--- src/rtl/local_port_inject_arbiter.sv ---
// local_port_inject_arbiter
//   Round-robin arbiter that shares one router Local input port between
//   NUM_REQ traffic injectors. The winner's packet is latched and presented
//   to the router through the ReqDnStr/GntDnStr handshake. When the router
//   grants, the winning injector gets a one-cycle GntUp pulse.
//
// Optional feature macro: INJ_ARB_STATS_EN
//   defined   -> per-requester saturating grant counters on GntCount,
//                ClrStats synchronously zeroes them (clear beats increment)
//   undefined -> GntCount tied to zero, ClrStats ignored
//
// Ports
//   clk        in   clock, all state updates on posedge
//   reset      in   asynchronous active-low reset
//   ReqUp      in   [NUM_REQ]            bit i = injector i requests
//   PacketUp   in   [NUM_REQ*dataWidth]  injector i packet at [i*dataWidth +: dataWidth]
//   GntUp      out  [NUM_REQ]            one-hot grant pulse to the winning injector
//   ReqDnStr   out  request to router Local port
//   GntDnStr   in   grant from router Local port
//   DnStrFull  in   router Local FIFO full
//   PacketOut  out  [dataWidth]          latched packet of the current winner
//   ClrStats   in   synchronous clear of grant counters
//   GntCount   out  [NUM_REQ*CNT_W]      per-requester grant counts

module local_port_inject_arbiter #(
    parameter int unsigned NUM_REQ   = 4,
    parameter int unsigned PTR_W     = 2,
    parameter int unsigned dataWidth = 32,
    parameter int unsigned CNT_W     = 16
) (
    input  logic                         clk,
    input  logic                         reset,
    input  logic [NUM_REQ-1:0]           ReqUp,
    input  logic [NUM_REQ*dataWidth-1:0] PacketUp,
    output logic [NUM_REQ-1:0]           GntUp,
    output logic                         ReqDnStr,
    input  logic                         GntDnStr,
    input  logic                         DnStrFull,
    output logic [dataWidth-1:0]         PacketOut,
    input  logic                         ClrStats,
    output logic [NUM_REQ*CNT_W-1:0]     GntCount
);

    typedef enum logic [1:0] {
        IDLE       = 2'd0,
        WAIT_GRANT = 2'd1,
        RELEASE    = 2'd2
    } state_t;

    state_t             state;
    logic [PTR_W-1:0]   last;
    logic [PTR_W-1:0]   sel;

    logic               winValid;
    logic [PTR_W-1:0]   winIdx;
    logic [dataWidth-1:0] winPacket;

    // Round-robin scan starting just after the last winner. The loop runs from
    // the lowest priority position down to the highest so that the final
    // assignment is the highest-priority requester. Wrap is at NUM_REQ, not
    // at 2^PTR_W, so non-power-of-two requester counts stay fair.
    always_comb begin
        winValid  = 1'b0;
        winIdx    = '0;
        winPacket = '0;
        for (int k = int'(NUM_REQ); k >= 1; k--) begin
            int idx;
            idx = int'(last) + k;
            if (idx >= int'(NUM_REQ)) begin
                idx = idx - int'(NUM_REQ);
            end
            if (ReqUp[idx]) begin
                winValid  = 1'b1;
                winIdx    = PTR_W'(idx);
                winPacket = PacketUp[idx*int'(dataWidth) +: dataWidth];
            end
        end
    end

    // Handshake FSM; every output is a register.
    always_ff @(posedge clk or negedge reset) begin
        if (!reset) begin
            state     <= IDLE;
            ReqDnStr  <= 1'b0;
            GntUp     <= '0;
            PacketOut <= '0;
            last      <= PTR_W'(NUM_REQ - 1);
            sel       <= '0;
        end else begin
            case (state)
                IDLE: begin
                    GntUp <= '0;
                    // A full router FIFO blocks arbitration and leaves the pointer alone.
                    if (winValid && !DnStrFull) begin
                        PacketOut <= winPacket;
                        sel       <= winIdx;
                        ReqDnStr  <= 1'b1;
                        state     <= WAIT_GRANT;
                    end
                end
                WAIT_GRANT: begin
                    // Request is committed: ReqUp and DnStrFull are not looked at here.
                    if (GntDnStr) begin
                        ReqDnStr <= 1'b0;
                        GntUp    <= NUM_REQ'(1) << sel;
                        last     <= sel;
                        state    <= RELEASE;
                    end
                end
                RELEASE: begin
                    GntUp <= '0;
                    state <= IDLE;
                end
                default: begin
                    GntUp    <= '0;
                    ReqDnStr <= 1'b0;
                    state    <= IDLE;
                end
            endcase
        end
    end

`ifdef INJ_ARB_STATS_EN
    logic [NUM_REQ*CNT_W-1:0] gntCountQ;

    // Saturating per-requester grant counters, bumped on each GntUp pulse.
    always_ff @(posedge clk or negedge reset) begin
        if (!reset) begin
            gntCountQ <= '0;
        end else begin
            for (int i = 0; i < int'(NUM_REQ); i++) begin
                if (ClrStats) begin
                    gntCountQ[i*int'(CNT_W) +: CNT_W] <= '0;
                end else if (GntUp[i] &&
                             (gntCountQ[i*int'(CNT_W) +: CNT_W] != {CNT_W{1'b1}})) begin
                    gntCountQ[i*int'(CNT_W) +: CNT_W] <=
                        gntCountQ[i*int'(CNT_W) +: CNT_W] + CNT_W'(1);
                end
            end
        end
    end

    assign GntCount = gntCountQ;
`else
    logic unusedClrStats;

    assign unusedClrStats = ClrStats;
    assign GntCount       = '0;
`endif

    // Structural invariants of the handshake.
    gntOneHot: assert property (@(posedge clk) disable iff (!reset) $onehot0(GntUp));
    reqOnlyWaiting: assert property (@(posedge clk) disable iff (!reset)
                                     ReqDnStr == (state == WAIT_GRANT));
    gntOnlyRelease: assert property (@(posedge clk) disable iff (!reset)
                                     (GntUp != '0) == (state == RELEASE));

endmodule

--- config.mk ---
export PLATFORM = sky130hd
export DESIGN_NAME = local_port_inject_arbiter
export DESIGN_NICKNAME = d
export VERILOG_FILES = /design/src/rtl/local_port_inject_arbiter.sv
export SDC_FILE = /design/constraint.sdc
export NUM_CORES = 1
export LEC_CHECK = 0
export CORE_MARGIN = 4
export CORE_UTILIZATION = 30
export CTS_BUF_LIST = sky130_fd_sc_hd__clkbuf_8 sky130_fd_sc_hd__clkbuf_16
export DETAILED_ROUTE_END_ITERATION = 12
export DONT_BUFFER_PORTS = 1
export GPL_TIMING_DRIVEN = 0
export MAX_ROUTING_LAYER = met4
export PLACE_DENSITY = 0.51
export SETUP_SLACK_MARGIN = 0.5
export SLEW_MARGIN = 20
export SYNTH_ARGS = -nofsm -noshare
export SYNTH_HDL_FRONTEND = slang
export SYNTH_SLANG_ARGS = --single-unit
--- constraint.sdc ---
create_clock -name clk -period 3.8 [get_ports clk]
set_input_delay 0.76 -clock clk [delete_from_list [all_inputs] [get_ports clk]]
set_output_delay 0.76 -clock clk [all_outputs]
set_load 0.05 [all_outputs]
---- After elaboration in Yosys (flattened, before gate mapping) ----
Cells that the tools add are included.
storage, ports and cells
  register bits after elaboration ......... 43
  output and inout bits ................... 101
operators by class
  $add $sub $neg .......................... 8
  order comparisons ....................... 8
  equality and inequality tests ........... 4
  shift operators ......................... 5
  multiplexer cells ....................... 36
  bitwise operators ....................... 1
  reductions and logical operators ........ 7
operators with widths
  cell                                                                    number
  128-bit by 32-bit indexed part select with 32-bit output                4
  32-bit 2-to-1 mux                                                       8
  32-bit by 4-bit < comparator with 1-bit output (second input constant)  4
  1-bit 2-to-1 mux                                                        14
  2-bit 2-to-1 mux                                                        6
  3-bit by 3-bit subtractor with 4-bit output (second input constant)     3
  3-bit >= comparator (second input constant)                             3
  1-bit binary-select mux with 2-bit select                               4
  4-bit 2-to-1 mux                                                        2
  2-bit by 2-bit adder with 3-bit output (second input constant)          2
  2-bit AND reduction                                                     3
  4-bit by 3-bit subtractor with 5-bit output (second input constant)     1
  2-bit by 3-bit adder with 4-bit output (second input constant)          1
  4-bit by 3-bit >= comparator with 1-bit output (second input constant)  1
  2-bit != test (second input constant)                                   2
  2-bit case mux with 2 select lines                                      1
  1-bit by 2-bit << shifter with 4-bit output (first input constant)      1
  2-bit by 1-bit adder with 3-bit output (second input constant)          1
  1-bit case mux with 3 select lines                                      1
  3-bit AND reduction                                                     1
  2-bit by 1-bit == test with 1-bit output (second input constant)        1
  2-bit == test (second input constant)                                   1
  2-bit logical NOT                                                       1
  1-bit logical AND                                                       1
  2 further kinds                                                         2

---- Depth between registers and ports, before layout ----
  word-level depth ........................ 13
  depth in mapped cells ................... 12
  mapped depth without buffers ............ 7

---- Worst setup path after synthesis ----
Ideal clock, no wire load.
  path kind ............................... reg-to-reg
  from .................................... register last[1]
  to ...................................... register sel[1]
  setup time .............................. 0.128 ns
  arrival ................................. 3.088 ns
  setup slack ............................. 0.584 ns
  stages on the path, launching flop included .. 11
  path buffers ............................ 5
  period minus slack after synthesis ...... 3.216 ns
  path through ............................ dfstp_2 buf_2 clkinv_1 clkbuf_1 ha_1 buf_2 mux4_2 buf_2 o41a_1 buf_2 mux2_1
on the way
  word-level cells in the longest chain between the ends .. 12
ends and longest elaborated chain
  element                                                                                                        line    RTL
  start: declaration                                                                                             51      logic [PTR_W-1:0] last;
  start signal: assignment                                                                                       87      last <= PTR_W'(NUM_REQ - 1);
  start signal: assignment                                                                                       106     last <= sel;
  2-bit by 3-bit adder with 4-bit output                                                                         68      idx = int'(last) + k;
  4-bit by 3-bit subtractor with 5-bit output or 4-bit by 3-bit >= comparator with 1-bit output (tied branches)  70, 69
  32-bit 2-to-1 mux                                                                                              69      if (idx >= int'(NUM_REQ)) begin
  1-bit binary-select mux with 2-bit select                                                                      72      if (ReqUp[idx]) begin
  1-bit 2-to-1 mux (implied by the code) (2 in series)                                                           72
  1-bit 2-to-1 mux (4 in series)                                                                                 72
  1-bit logical AND                                                                                              94      if (winValid && !DnStrFull) begin
  2-bit AND reduction (no line)                                                                                  --
  end signal: assignment                                                                                         96      sel <= winIdx;
  end: declaration                                                                                               52      logic [PTR_W-1:0] sel;
Several ways; a longest one is shown, not always the timed one. The select of a mux whose other input is x is not followed.
A chain may end at the register's enable or synchronous reset.

---- Worst setup path after layout ----
  from .................................... register last[1]
  to ...................................... register PacketOut[18]
on the way
  word-level cells in the longest chain between the ends .. 12
ends and longest elaborated chain
  element                                                                               line  RTL
  branches (longest 12 deep; another with 4-bit by 3-bit subtractor with 5-bit output)  --
  end signal: assignment                                                                95    PacketOut <= winPacket;
  end: declaration                                                                      39    output logic [dataWidth-1:0] PacketOut,
Several ways; the timed one is not identified. The select of a mux whose other input is x is not followed.

==> impl_metrics.toml <==
[die]
num_rows = 53
die_x_um = 155.9
die_area_um2 = 24300
die_h_um = 155.9
ios = 238
initial_core_util = 0.3082
core_um2 = 21290

[clocking]
cts_tree = "built"
clock_path_buffers = 2
cts_root_buf = "clkbuf_16"
clk_latency_ps = 310
clock-sinks = 43
numCtsBuffers = 5
cts-htree-levels = 2
clk_pin_slew_ps = 80

[setup_path]
ff2ff_setup_slack_ps = 640
cp.required_ps = 3980
cp.arrival_ps = 3340
reg2regPathDepth = 12
crit_type = "flop to flop"
start_kind = "flop"
crit_fanout = 11
rr_endpoint = "PacketOut[18]$_DFFE_PN0P_"
end_kind = "flop"
timing.rr.start = "last[1]$_DFFE_PN1P_"
cp-startpoint = "last[1]$_DFFE_PN1P_"

[pwr]
intPower_mw = 3.571
swShare = 0.5579
p_sw_mw = 4.507
comb_power_share = 0.751
power.density_nw_per_um2 = 1092
seqPwrFrac = 0.190
p_leak_nw = 3.054
p_clk_frac = 0.059
ir_drop_mv = 0.4188

[timing]
slew_headroom = 0.3930
period_needed_ps = 3161
fin_crit_sh = 0.8319
finalSetupViolations = 0
drv_slew = 0
rsz0062_at_grt = "false"
fmax_ghz = 0.3163
setup_slack_ps = 638.8
fin_hold_ws_ps = 135.6
worstMarginPinSlew_ps = 910.5
hold_viol = 0
finalClockSkew_ps = 7.394

[grt]
grt.overflow.total = 0
antenna_found_initial = 0
grt_max_degree = 44
grt_pass1_wl_mm = 37.27
grt_pass1_vias = 5946
use_met2 = 0.3110
grtUsageMet3 = 0.07517
grt.total_usage = 0.2061
use_met1 = 0.2667
top_usage_layer = "met2"

[run_status]
status = "complete, no violations"

[routing]
drcViolationCount = 0
vias = 5947
drt-initial-drc-count = 465
drtAntennaViolNets = 0
avgViaCountPerCell = 5.757
dr.pass1.iters = 5
wl_per_cell_um = 24.54
wirelength_mm = 25.35

[logic_synthesis]
ys_top_cells_by_area = "mux4_2, dfrtp_1, mux2i_1, buf_4, mux2_2"
synth_top_cell_area_share = 0.2334
ys_ff_latch = 43
yosysSeqAreaShare = 0.1644
syn_inst = 684
async_reset_ff_frac = 1.000
syn_area_per_cell_um2 = 9.593
yosysTopAreaCell = "mux4_2"
netlist_area_um2 = 6561
ys.flop_type = "dfrtp_1"
netlist-cell-type-count = 37
synth_warnings = 0
synth-edff-count = 0

[place]
globalplace.congestion = 0.8446
hpwlAfterDp_mm = 18.36
port_buffers = 0
dp_slack_ps = -343.8
placed_cell_area_um2 = 7142

[finish]
layout_common_cells = "mux2i_1, buf_4, nor2_1"
postLayoutCellArea_um2 = 7398
syn2layout_area_growth_pct = 12.76
finish.utilization = 0.3476
layout_commonest_cell = "mux2i_1"
layout.nets = 899
antenna_cells = 0
drive_gt1_frac = 0.2955

[worst_hold_path]
hold_class = "input pin to asynchronous set/reset pin"

[job]
drv_cap = 0
==> per-layer routing <==
layer	up-vias	part of all wire	wire, um
met5	-	0	0
met4	0	0.015	376
met3	26	0.12	3036
met2	340	0.46	11620
met1	2881	0.41	10320
li1	2700	-	-
==> cells in the mapped netlist, types with 2 or more instances <==
| cell | count |
|---|---|
| o22ai_1 | 31 |
| dfstp_2 | 2 |
| inv_1 | 4 |
| buf_4 | 65 |
| nand2_1 | 34 |
| a31oi_1 | 32 |
| a21oi_1 | 39 |
| buf_2 | 32 |
| mux4_2 | 68 |
| nor2_1 | 69 |
| dfrtp_1 | 41 |
| ha_1 | 5 |
| nand2b_1 | 4 |
| clkbuf_1 | 35 |
| nor2b_1 | 2 |
| o21ai_0 | 5 |
| mux2_2 | 35 |
| a211o_1 | 31 |
| nand3b_1 | 3 |
| mux2i_1 | 96 |
| buf_1 | 4 |
| a221oi_1 | 32 |
==> cell type report <==
class,instances,area [um^2]
Multi-Input combinational cell,563,4922
Buffer,136,853.3
Clock buffer,5,125.1
Sequential cell,43,1079
Tap cell,275,344.1
Timing Repair Buffer,3,22.52
Inverter,5,27.53
Fill cell,2170,13890
Clock inverter,3,25.02
==> cell families (layout without fill, tap and decap cells) <==
logic type	count (synthesis)	count (layout)	synth area share
mux	200	200	0.4416
compound gates	179	179	0.1894
buf+inv	141	152	0.1239
simple gates	115	115	0.07055
flops	43	43	0.1644
fa+ha+maj	5	5	0.009535
other cells	1	64	0.0005715
==> registers in the layout (all words and copies together) (netlist names) <==
name,count
sel,2
ReqDnStr,1
state,2
last,2
GntUp,4
PacketOut,32
==> worst max-delay path: stages, from the launching register on <==
cell and delay, ps:
dfstp_2 550, buf_8 150, clkinv_4 100, clkbuf_8 190, ha_4 280, buf_6 140, mux4_2 490, buf_4 180
o41a_1 350, buf_4 200, buf_4 200, nor2_1 120, a31oi_1 50
==> worst max-delay path by stage <==
stage / end / slack, ps
after CTS: PacketOut[25]$_DFFE_PN0P_ / 510
after floorplan: sel[1]$_DFFE_PN0P_ / 580
final: PacketOut[18]$_DFFE_PN0P_ / 640
after global placement: PacketOut[25]$_DFFE_PN0P_ / -300
after global routing: PacketOut[25]$_DFFE_PN0P_ / 510
after detailed placement: PacketOut[18]$_DFFE_PN0P_ / -340
==> what timing repair did <==
| action | CTS | global route |
|---|---|---|
| setup buffers | 2 | 1 |
| setup endpoints to repair | 36 | 33 |
| hold buffers | 0 | 0 |
| gates cloned | 0 | 0 |
| gates resized for setup | 17 | 16 |
==> power by group through the flow <==
stage | registers [mW] | logic (mW) | clock network, mW
2_1_floorplan | 1.47 | 4.52 | 0
3_3_place_gp | 1.57 | 5.83 | 0
3_5_place_dp | 1.57 | 5.84 | 0
4_1_cts | 1.55 | 5.96 | 0.492
5_1_grt | 1.57 | 6.52 | 0.510
6_report | 1.54 | 6.06 | 0.477
==> through the flow <==
stage | instances | setup TNS, ps | total power, mW
2_1_floorplan | 747 | 0 | 5.990
3_3_place_gp | 1022 | -6970 | 7.400
3_5_place_dp | 1022 | -8700 | 7.412
4_1_cts | 1032 | 0 | 8.000
5_1_grt | 1033 | 0 | 8.594
6_report | 1033 | 0 | 8.078
(Power assumes the default switching activity.)
